[src/rtl/row_p2s.sv]
// row_p2s: per-row parallel-to-serial output stage.
// Filters idle words, buffers payloads, shifts whole frames out MSB first.
// Ports: clk_50M, rst_n (async, active low); p_data/p_strobe daisy-chain
// input; clr_ovf clears the sticky overflow; s_data/data_valid serial out;
// overflow flags a dropped payload; fifo_level is current occupancy.
// Optional: define ROW_P2S_PARITY_EN to append an even-parity bit per word.
module row_p2s #(
  parameter int BITS_ADC        = 12,
  parameter int WORDS_PER_FRAME = 32,
  parameter int FIFO_DEPTH      = 64,
  parameter int GAP_CYCLES      = 2
) (
  input  logic                          clk_50M,
  input  logic                          rst_n,
  input  logic [BITS_ADC:0]             p_data,
  input  logic                          p_strobe,
  input  logic                          clr_ovf,
  output logic                          s_data,
  output logic                          data_valid,
  output logic                          overflow,
  output logic [$clog2(FIFO_DEPTH):0]   fifo_level
);

  localparam int AW = $clog2(FIFO_DEPTH);
  localparam int LW = AW + 1;
`ifdef ROW_P2S_PARITY_EN
  localparam int SW = BITS_ADC + 1;
`else
  localparam int SW = BITS_ADC;
`endif
  localparam int BW = (SW > 1) ? $clog2(SW) : 1;
  localparam int WW = (WORDS_PER_FRAME > 1) ?
                      $clog2(WORDS_PER_FRAME) : 1;
  localparam int GW = (GAP_CYCLES > 1) ? $clog2(GAP_CYCLES) : 1;

  typedef enum logic [1:0] {
    IDLE  = 2'd0,
    SHIFT = 2'd1,
    GAP   = 2'd2
  } state_t;

  state_t              state_q, state_d;
  logic [SW-1:0]       sr_q, sr_d;
  logic [BW-1:0]       bit_q, bit_d;
  logic [WW-1:0]       word_q, word_d;
  logic [GW-1:0]       gap_q, gap_d;
  logic                sd_q, sd_d;
  logic                dv_q, dv_d;
  logic                ovf_q, ovf_d;
  logic [LW-1:0]       lvl_q, lvl_d;
  logic [AW-1:0]       wptr_q, rptr_q;
  logic [BITS_ADC-1:0] mem_q [FIFO_DEPTH];

  logic                rd;
  logic                wr_req;
  logic                wr_en;
  logic                full;
  logic                drop;
  logic [BITS_ADC-1:0] head;
  logic [SW-1:0]       load_w;

  assign head   = mem_q[rptr_q];
`ifdef ROW_P2S_PARITY_EN
  assign load_w = {head, ^head};
`else
  assign load_w = head;
`endif

  // A same-cycle pop frees the slot, so a full FIFO still
  // accepts the write when a read happens on that edge.
  assign wr_req = p_strobe & ~p_data[BITS_ADC];
  assign full   = (lvl_q == LW'(FIFO_DEPTH));
  assign wr_en  = wr_req & (~full | rd);
  assign drop   = wr_req & full & ~rd;

  always_comb begin
    state_d = state_q;
    sr_d    = sr_q;
    bit_d   = bit_q;
    word_d  = word_q;
    gap_d   = gap_q;
    sd_d    = 1'b0;
    dv_d    = 1'b0;
    rd      = 1'b0;
    unique case (state_q)
      IDLE: begin
        if (lvl_q >= LW'(WORDS_PER_FRAME)) begin
          rd      = 1'b1;
          sr_d    = load_w;
          bit_d   = '0;
          word_d  = '0;
          state_d = SHIFT;
        end
      end
      SHIFT: begin
        sd_d = sr_q[SW-1];
        dv_d = 1'b1;
        if (bit_q == BW'(SW - 1)) begin
          if (word_q == WW'(WORDS_PER_FRAME - 1)) begin
            gap_d   = '0;
            state_d = GAP;
          end else begin
            rd     = 1'b1;
            sr_d   = load_w;
            bit_d  = '0;
            word_d = word_q + WW'(1);
          end
        end else begin
          sr_d  = sr_q << 1;
          bit_d = bit_q + BW'(1);
        end
      end
      GAP: begin
        if (gap_q == GW'(GAP_CYCLES - 1)) begin
          state_d = IDLE;
        end else begin
          gap_d = gap_q + GW'(1);
        end
      end
      default: state_d = IDLE;
    endcase
  end

  always_comb begin
    lvl_d = lvl_q;
    case ({wr_en, rd})
      2'b10:   lvl_d = lvl_q + LW'(1);
      2'b01:   lvl_d = lvl_q - LW'(1);
      default: lvl_d = lvl_q;
    endcase
  end

  // A new drop beats a same-cycle clear.
  assign ovf_d = drop ? 1'b1 : (clr_ovf ? 1'b0 : ovf_q);

  always_ff @(posedge clk_50M) begin
    if (wr_en) mem_q[wptr_q] <= p_data[BITS_ADC-1:0];
  end

  always_ff @(posedge clk_50M or negedge rst_n) begin
    if (!rst_n) begin
      state_q <= IDLE;
      sr_q    <= '0;
      bit_q   <= '0;
      word_q  <= '0;
      gap_q   <= '0;
      sd_q    <= 1'b0;
      dv_q    <= 1'b0;
      ovf_q   <= 1'b0;
      lvl_q   <= '0;
      wptr_q  <= '0;
      rptr_q  <= '0;
    end else begin
      state_q <= state_d;
      sr_q    <= sr_d;
      bit_q   <= bit_d;
      word_q  <= word_d;
      gap_q   <= gap_d;
      sd_q    <= sd_d;
      dv_q    <= dv_d;
      ovf_q   <= ovf_d;
      lvl_q   <= lvl_d;
      if (wr_en) wptr_q <= wptr_q + AW'(1);
      if (rd)    rptr_q <= rptr_q + AW'(1);
    end
  end

  assign s_data     = sd_q;
  assign data_valid = dv_q;
  assign overflow   = ovf_q;
  assign fifo_level = lvl_q;

endmodule

[config.mk]
export PLATFORM = sky130hd
export DESIGN_NAME = row_p2s
export DESIGN_NICKNAME = d
export VERILOG_FILES = /design/src/rtl/row_p2s.sv
export SDC_FILE = /design/constraint.sdc
export NUM_CORES = 1
export LEC_CHECK = 0
export BUFFER_PORTS_ARGS = -buffer_cell sky130_fd_sc_hd__buf_2
export CAP_MARGIN = 20
export CELL_PAD_IN_SITES_DETAIL_PLACEMENT = 1
export CELL_PAD_IN_SITES_GLOBAL_PLACEMENT = 2
export CORE_UTILIZATION = 50
export DETAILED_ROUTE_END_ITERATION = 16
export PLACE_DENSITY = 0.87
export RECOVER_POWER = 50
export SLEW_MARGIN = 20
export SYNTH_ARGS = -nofsm -noshare
export SYNTH_HDL_FRONTEND = slang
export SYNTH_SLANG_ARGS = --single-unit
[constraint.sdc]
create_clock -name clk_50M -period 4.1 [get_ports clk_50M]
set_input_delay 0.82 -clock clk_50M [delete_from_list [all_inputs] [get_ports clk_50M]]
set_output_delay 0.82 -clock clk_50M [all_outputs]
set_load 0.01 [all_outputs]
==> qor.csv, run 1 <==
metric;value;unit
P_sw;7170;uW
first-pass GRT wire length;122000;um
TritonCTS clock tree;yes;
Setup Fix Bufs, Post-CTS;0;
Seq/Total Area, Yosys;75.6;%
clock root buffer;clkbuf_16;
setup_tns;0;ns
top cells by count, synth;768 x edfxtp_1, 181 x mux4_2, 97 x nor2_1;
Mapped Cells;1584;
final setup fails;0;
Reg power frac;42.9;%
Post-route DRC;0;
Sink Count;814;
internal power component;16100;uW
ratio of cells with drive above 1 in the final layout;25.9;%
clk_skew;0.0289;ns
Post-Syn Area per Cell;20.2;um2
Place WS;0.304;ns
Final nets;1751;
Max-slew headroom;-148;%
Yosys top cell area share;72.0;%
fin crit share;94.5;%
Worst-path clk slew;0.06;ns
post-CTS resize count;0;
Final Hold Violating Endpoints;0;
total wire length;83700;um
synth warn;0;
DPL Wire Length;52000;um
Combinational Power Share;26.5;%
antenna violations before repair;2;
fin util;57.2;%
Avg Vias per Cell;6.34;
failing checks;max-capacitance violations, max-slew violations;
clock share of power;30.6;%
die height;255;um
Crit Path Class;flop to flop;
CTS hold repair buffers;0;
post-synth cell types;66;
clock buffers created by TritonCTS;82;
crit path max fanout;12;
PortBufs;26;
Syn Nets;1608;
Routed wire per std cell;31.8;um
die outline width;255;um
largest area contributor in the netlist;edfxtp_1;
worst skew pair latency;0.64;ns
Area Overhead vs Synth;12.8;%
vias;16726;
Hold Crit Class;input port to flop;
count leader, synth;edfxtp_1;
top_reg_cell synth;edfxtp_1;
maxcap violations;16;
unrepaired setup endpoints after global routing;no;
Sw Share;30.8;%
Clock Path Buffers;3;
Hold Slack;0.393;ns
Req. time, crit path;4.43;ns
Worst Tran Pin Value;3.72;ns
Arrival @ worst endpoint;4.21;ns
die area;65100;um2
number of enable flip-flop cells after synthesis;768;
fin cells;2637;
leakage;0.0115;uW
Final Wtd Congestion;0.877;
PD cells;644;nW/um2
outcome;finished, violations left;
minimum clock period;3.88;ns
Final Worst Setup Slack;0.224;ns
Rows;92;
Core Box Area;63200;um2
Final Max Slew Viols;692;
top post-synthesis cells by area;edfxtp_1 72%, mux4_2 13%, dfrtp_1 3.6%;
Pre-antenna DRT Iters;5;
GR Util All Layers;26.5;%
maximum vdd drop;0.000386;V
synthesized area;32000;um2
FF+latch count, synth;814;
number of global-route vias before repair;17541;
largest net degree at the start of global routing;65;
Worst Setup End Kind;flop;
placed insts;2489;
post-route ant nets;0;
async set or reset register ratio after synthesis;5.65;%
IO Count;27;
Startpoint Class;flop;
DR iter-0 viols;1929;
fmax;0.258;GHz
Initial Util;50.7;%
total gr overflow;0;
Diodes inserted;0;
Filler cells;5435;
H-Tree Level Count;3;
[critical path: stages (launching register included)]
cell	delay, ns
dfrtp_1	0.40
ha_1	0.23
and3_1	0.19
ha_1	0.19
or3b_1	0.47
o32ai_4	0.33
o21ai_1	0.32
nor2_1	0.28
nand2_1	0.57
nor2_1	0.35
buf_4	0.26
[final cells by class]
class	count	area, um2	area share [%]
multi-input cells	678	7290	20.2
clock buffers	96	2100	5.82
flip-flops and latches	814	24200	67.0
well taps	846	1060	2.93
repair buffers	144	1040	2.89
inverters	7	26.3	0.0727
clock inverters	52	397	1.10
[cell families after synthesis]
kind of cell,synth area share (%)
mux,15.0
xor+xnor,0.574
simple gates,3.92
flops,75.6
buf+inv,1.66
compound gates,3.01
fa+ha+maj,0.273
[stage by stage]
stage	area [um2]	power [uW]
CTS	36200	23400
global route	36100	24000
floorplan	32000	14100
global placement	33700	16100
detailed placement	33700	16300
finish	36100	23300
[layer usage]
layer | track usage [%] | wire length [um]
met1 | 36.7 | 33300
met4 | 9.79 | 3100
met3 | 4.39 | 6160
met2 | 42.8 | 41200
met5 | 0 | 0
[cells in the final DEF, fill, tap and decap left out, drive strengths merged, types with 7 or more instances in the layout]
master and instances:
a211oi 15, o21ai 20, xnor2 15, and2 7, ha 7, inv 12
nand2b 8, or3 10, mux4 181, nand4 10, nand2 56, o22ai 19
clkbuf 121, nor2b 14, edfxtp 768, buf 119, clkinv 39, mux2 32
nor2 97, a21oi 21, nand3 26, dfrtp 46, nor3 15, mux2i 36
[registers in the layout, summed over array words and instances (netlist names), 2 cells and up]
signal	cells
wptr_q	6
fifo_level	7
bit_q	4
sr_q	12
state_q	2
mem_q	768
word_q	5
rptr_q	6
[final timing paths]
kind                                           start                   endpoint  slack [ns]  cells after the start
max reg2reg                    word_q[0]$_DFFE_PN0P_      mem_q[0][4]$_DFFE_PP_        0.22                     10
min reg2reg                fifo_level[6]$_DFFE_PN0P_  fifo_level[6]$_DFFE_PN0P_        0.53                      1
max                            word_q[0]$_DFFE_PN0P_      mem_q[0][4]$_DFFE_PP_        0.22                     10
max in group asynchronous                      rst_n      rptr_q[1]$_DFFE_PN0P_        1.67                      1
min                                          clr_ovf       overflow$_DFFE_PN0P_        0.39                      2
min in group asynchronous                      rst_n  fifo_level[0]$_DFFE_PN0P_        0.85                      1
[power groups by stage]
stage	logic, uW	clock network (uW)	registers, uW
finish	6170	7110	9990
global route	6480	7470	10000
CTS	6190	7200	9980
detailed placement	6140	0	10200
global placement	5950	0	10100
floorplan	4400	0	9740
Note: power is estimated with default switching activity, not from simulation.
==> inputs of run 2 (changes only) <==
--- a/config.mk
+++ b/config.mk
@@ -8,8 +8,8 @@
 export BUFFER_PORTS_ARGS = -buffer_cell sky130_fd_sc_hd__buf_2
 export CAP_MARGIN = 20
 export CELL_PAD_IN_SITES_DETAIL_PLACEMENT = 1
-export CELL_PAD_IN_SITES_GLOBAL_PLACEMENT = 2
-export CORE_UTILIZATION = 50
+export CELL_PAD_IN_SITES_GLOBAL_PLACEMENT = 1
+export CORE_UTILIZATION = 56
 export DETAILED_ROUTE_END_ITERATION = 16
 export PLACE_DENSITY = 0.87
 export RECOVER_POWER = 50
==> qor.csv, run 2 (synthesized netlist as in run 1, its figures left out) <==
metric;value;unit;change
TritonCTS clock tree;yes;;
Startpoint Class;flop;;
Final Max Slew Viols;718;;+3.8%
Clock Path Buffers;3;;unchanged
setup_tns;0;ns;unchanged
fin crit share;97.1;%;+2.5 points
worst skew pair latency;0.64;ns;about the same
Final Wtd Congestion;0.907;;+3.4%
ratio of cells with drive above 1 in the final layout;25.5;%;-0.34 points
vias;17715;;+5.9%
die area;58200;um2;-11%
Max-slew headroom;-159;%;-12 points
commonest non-fill, non-tap cell in the layout;edfxtp_1;;
Worst Tran Pin Value;3.89;ns;+0.173 ns
failing checks;max-capacitance violations, max-slew violations;;
unrepaired setup endpoints after global routing;no;;
DR iter-0 viols;2567;;+33%
final setup fails;0;;unchanged
Initial Util;56.7;%;+6.0 points
most frequent cells in the layout;768 x edfxtp_1, 181 x mux4_2, 102 x buf_4;;
Routed wire per std cell;36.2;um;+14%
Worst Setup SP;word_q[1]$_DFFE_PN0P_;;
Sink Count;814;;unchanged
post-route ant nets;0;;unchanged
PD cells;658;nW/um2;+2.2%
antenna violations before repair;0;;-2
Worst Setup End Kind;flop;;
Critical R2R Launch;word_q[1]$_DFFE_PN0P_;;
number of global-route vias before repair;18349;;+4.6%
Req. time, crit path;4.43;ns;about the same
Avg Vias per Cell;6.94;;+9.5%
Setup Fix Bufs, Post-CTS;0;;unchanged
Top reg by flops;mem_q;;
die outline width;241;um;-5.5%
Final Worst Setup Slack;0.120;ns;-0.104 ns
largest net degree at the start of global routing;65;;unchanged
Rows;87;;-5.4%
Worst-path clk slew;0.06;ns;about the same
fin util;63.9;%;+6.7 points
Final Hold Violating Endpoints;0;;unchanged
total power;23800;uW;+2.1%
clock buffers created by TritonCTS;81;;-1.2%
Pre-antenna DRT Iters;6;;+1
Crit Path Class;flop to flop;;
flop2flop setup slack;0.12;ns;-0.10 ns
IO Count;27;;unchanged
crit path max fanout;12;;unchanged
die height;241;um;-5.5%
total gr overflow;0;;unchanged
CTS hold repair buffers;0;;unchanged
first-pass GRT wire length;132000;um;+8.2%
max FFs per register;768;;unchanged
Hold Crit Class;input port to flop;;
minimum clock period;3.98;ns;+0.104 ns
Post-route DRC;0;;unchanged
maxcap violations;19;;+3
DPL Wire Length;53900;um;+3.8%
clk_skew;0.0319;ns;+0.00297 ns
GR Util All Layers;32.8;%;+6.3 points
H-Tree Level Count;3;;unchanged
clock root buffer;clkbuf_16;;
maximum vdd drop;0.000407;V;+5.3%
PortBufs;26;;unchanged
total wire length;92300;um;+10%
post-CTS resize count;0;;unchanged
Place WS;0.448;ns;+0.144 ns
Arrival @ worst endpoint;4.31;ns;+0.10 ns
Diodes inserted;0;;unchanged
HP Start;clr_ovf;;
fmax;0.251;GHz;-2.6%
outcome;finished, violations left;;
Core Box Area;56500;um2;-11%
Filler cells;4630;;-15%
leakage;0.0116;uW;+0.21%
Area Overhead vs Synth;12.7;%;
Final nets;1752;;+0.057%
run 2: changes by cell type in the layout (fill, tap and decap cells not counted), moves of 3 or more:
cell and delta:
buf_12 -4, bufinv_16 +3, inv_6 -5, clkinv_4 -3
clkbuf_1 +9, clkinv_2 -4
run 2: worst max-delay path: stages, from the launching register on:
cell	delay, ns
dfrtp_1	0.42
ha_1	0.23
and3_1	0.19
ha_1	0.20
or3b_1	0.46
o32ai_4	0.24
o21ai_1	0.30
nor2_1	0.40
nand2_1	0.63
nor2_1	0.33
buf_4	0.28
run 2: area by class of cell:
| class | count | area, um2 | share of cell area (%) |
|---|---|---|---|
| flip-flops and latches | 814 | 24200 | 67.1 |
| multi-input cells | 678 | 7290 | 20.2 |
| clock buffers | 105 | 2180 | 6.04 |
| repair buffers | 146 | 997 | 2.76 |
| well taps | 756 | 946 | 2.62 |
| clock inverters | 45 | 439 | 1.22 |
| inverters | 7 | 26.3 | 0.0728 |
run 2: final timing paths:
| kind | cells past startpoint | to |
|---|---|---|
| setup / recovery | 10 | mem_q[42][4]$_DFFE_PP_ |
| hold / removal | 2 | overflow$_DFFE_PN0P_ |
| setup reg to reg | 10 | mem_q[42][4]$_DFFE_PP_ |
| hold reg to reg | 1 | fifo_level[6]$_DFFE_PN0P_ |
| max in group asynchronous | 1 | rptr_q[0]$_DFFE_PN0P_ |
| min in group asynchronous | 1 | fifo_level[6]$_DFFE_PN0P_ |
run 2: metrics by stage:
step           hold slack [ns]  area [um2]  instances
6_report                 0.379       36100       2551
2_1_floorplan            0.454       32000       1584
5_1_grt                  0.353       36100       2551
3_3_place_gp             0.492       33600       2401
3_5_place_dp             0.528       33600       2401
4_1_cts                  0.350       36200       2551
run 2: where the power goes:
part	leakage, uW	total, uW	internal (uW)	switching (uW)
sequential	0.00747	10100	9420	696
combinational	0.00282	6250	2680	3570
clock	0.00127	7400	4220	3190
total	0.0116	23800	16300	7450
run 2: metal layers:
layer  wire, um  up-vias  part of all wire [%]  global-route usage [%]
met3      10600      319                    11                    7.99
met5          0        -                     0                       0
met1      31900     9116                    35                    42.4
li1           -     6790                     -                       -
met4       4790        0                   5.2                    15.1
met2      45100     1490                    49                    53.2
==> inputs of run 3 (changes only) <==
--- a/config.mk
+++ b/config.mk
@@ -9,6 +9,7 @@
 export CAP_MARGIN = 20
 export CELL_PAD_IN_SITES_DETAIL_PLACEMENT = 1
 export CELL_PAD_IN_SITES_GLOBAL_PLACEMENT = 1
+export CORE_MARGIN = 1.5
 export CORE_UTILIZATION = 56
 export DETAILED_ROUTE_END_ITERATION = 16
 export PLACE_DENSITY = 0.87
==> qor.csv, run 3 (synthesized netlist as in run 1, its figures left out) <==
metric;value;unit;change
number of global-route vias before repair;18421;;+0.39%
IO Count;27;;unchanged
fin crit share;96.9;%;-0.18 points
most frequent cells in the layout;768 x edfxtp_1, 181 x mux4_2, 99 x buf_4;;
clk_skew;0.0277;ns;-0.00416 ns
Avg Vias per Cell;7.02;;+1.1%
PD cells;660;nW/um2;+0.21%
max FFs per register;768;;unchanged
Startpoint Class;flop;;
leakage;0.0116;uW;about the same
Req. time, crit path;4.45;ns;+0.02 ns
Rows;87;;unchanged
Final nets;1752;;unchanged
final setup fails;0;;unchanged
Area Overhead vs Synth;12.6;%;about the same
die area;58600;um2;+0.83%
first-pass GRT wire length;136000;um;+3.1%
CTS hold repair buffers;0;;unchanged
setup_tns;0;ns;unchanged
crit path max fanout;8;;-4
total wire length;94200;um;+2.0%
Top reg by flops;mem_q;;
maxcap violations;16;;-3
Final Hold Violating Endpoints;0;;unchanged
Final Max Slew Viols;636;;-11%
Setup Fix Bufs, Post-CTS;0;;unchanged
failing checks;max-capacitance violations, max-slew violations;;
clock buffers created by TritonCTS;81;;unchanged
post-route ant nets;0;;unchanged
Max-slew headroom;-103;%;+56 points
Worst Tran Pin Value;3.05;ns;-0.838 ns
commonest non-fill, non-tap cell in the layout;edfxtp_1;;
Post-Layout Inst Area;36100;um2;about the same
outcome;finished, violations left;;
Crit Path Class;flop to flop;;
ratio of cells with drive above 1 in the final layout;25.5;%;about the same
Arrival @ worst endpoint;4.32;ns;about the same
Worst-path clk slew;0.06;ns;about the same
Initial Util;56.7;%;unchanged
fmax;0.252;GHz;+0.19%
GR Util All Layers;32.9;%;+0.045 points
Final Wtd Congestion;0.885;;-2.5%
vias;17910;;+1.1%
Hold Crit Class;input port to async pin;;
unrepaired setup endpoints after global routing;no;;
PortBufs;26;;unchanged
Pre-antenna DRT Iters;6;;unchanged
DR iter-0 viols;3129;;+22%
Post-route DRC;0;;unchanged
die height;242;um;+0.41%
Sink Count;814;;unchanged
post-CTS resize count;0;;unchanged
post-placement cell area;33600;um2;+0.12%
minimum clock period;3.97;ns;-0.00734 ns
total power;23800;uW;+0.14%
antenna violations before repair;0;;unchanged
clock root buffer;clkbuf_16;;
Routed wire per std cell;36.9;um;+2.0%
largest net degree at the start of global routing;65;;unchanged
H-Tree Level Count;3;;unchanged
Clock Path Buffers;3;;unchanged
DPL Wire Length;53900;um;about the same
worst skew pair latency;0.64;ns;about the same
Worst Setup End Kind;flop;;
total gr overflow;0;;unchanged
die outline width;242;um;+0.41%
Core Box Area;56500;um2;unchanged
TritonCTS clock tree;yes;;
maximum vdd drop;0.000456;V;+12%
run 3: cell types whose count changed in the layout (fill, tap and decap cells not counted), sizes merged:
cell,before,now
clkbuf,132,137
clkinv,35,29
inv,7,9
clkinvlp,3,4
buf,119,118
bufinv,7,5
diode,0,1
run 3: worst max-delay path: stages, from the launching register on:
cell     delay [ns]
dfrtp_1        0.41
ha_1           0.23
and3_1         0.20
ha_1           0.20
or3b_1         0.45
o32ai_4        0.23
buf_4          0.20
o21a_1         0.25
and2_1         0.26
nand2_1        0.56
nor2_1         0.44
buf_4          0.23
run 3: cell type report:
class                   count  area (um2)
inverters                   7        26.3
repair buffers            146        1040
clock inverters            40         334
fillers                  4606       20400
diodes                      1        2.50
clock buffers             109        2220
multi-input cells         678        7290
well taps                 756         946
flip-flops and latches    814       24200
run 3: where the power goes:
| group | total [uW] | internal (uW) | switching [uW] |
|---|---|---|---|
| logic | 6370 | 2740 | 3630 |
| clock network | 7320 | 4120 | 3200 |
| registers | 10100 | 9420 | 690 |
run 3: through the flow:
| stage | cells | util [%] | hold WS (ns) | setup WS (ns) |
|---|---|---|---|---|
| final | 2551 | 63.9 | 0.294 | 0.127 |
| after global placement | 2401 | 59.5 | 0.497 | 0.540 |
| after floorplan | 1584 | - | 0.454 | 0.882 |
| after CTS | 2550 | 64.0 | 0.0928 | 0.219 |
| after global routing | 2550 | 63.9 | 0.360 | 0.0713 |
| after detailed placement | 2401 | 59.5 | 0.533 | 0.357 |
run 3: worst paths after layout:
path	from	to	slack (ns)	cells after the start
worst max-delay path	word_q[0]$_DFFE_PN0P_	mem_q[37][0]$_DFFE_PP_	0.13	11
worst min-delay path	rst_n	overflow$_DFFE_PN0P_	0.29	1
worst max register to register	word_q[0]$_DFFE_PN0P_	mem_q[37][0]$_DFFE_PP_	0.13	11
worst min register to register	bit_q[0]$_DFFE_PN0P_	bit_q[0]$_DFFE_PN0P_	0.53	1
max in group asynchronous	rst_n	rptr_q[1]$_DFFE_PN0P_	1.25	2
min in group clk_50M	clr_ovf	overflow$_DFFE_PN0P_	0.35	2
run 3: layer usage:
layer,GRT usage [%],up-vias,part of all wire (%)
li1,-,6794,-
met1,44.9,9227,35
met2,51.9,1543,48
met3,7.21,346,12
met4,14.0,0,5.0
met5,0,-,0
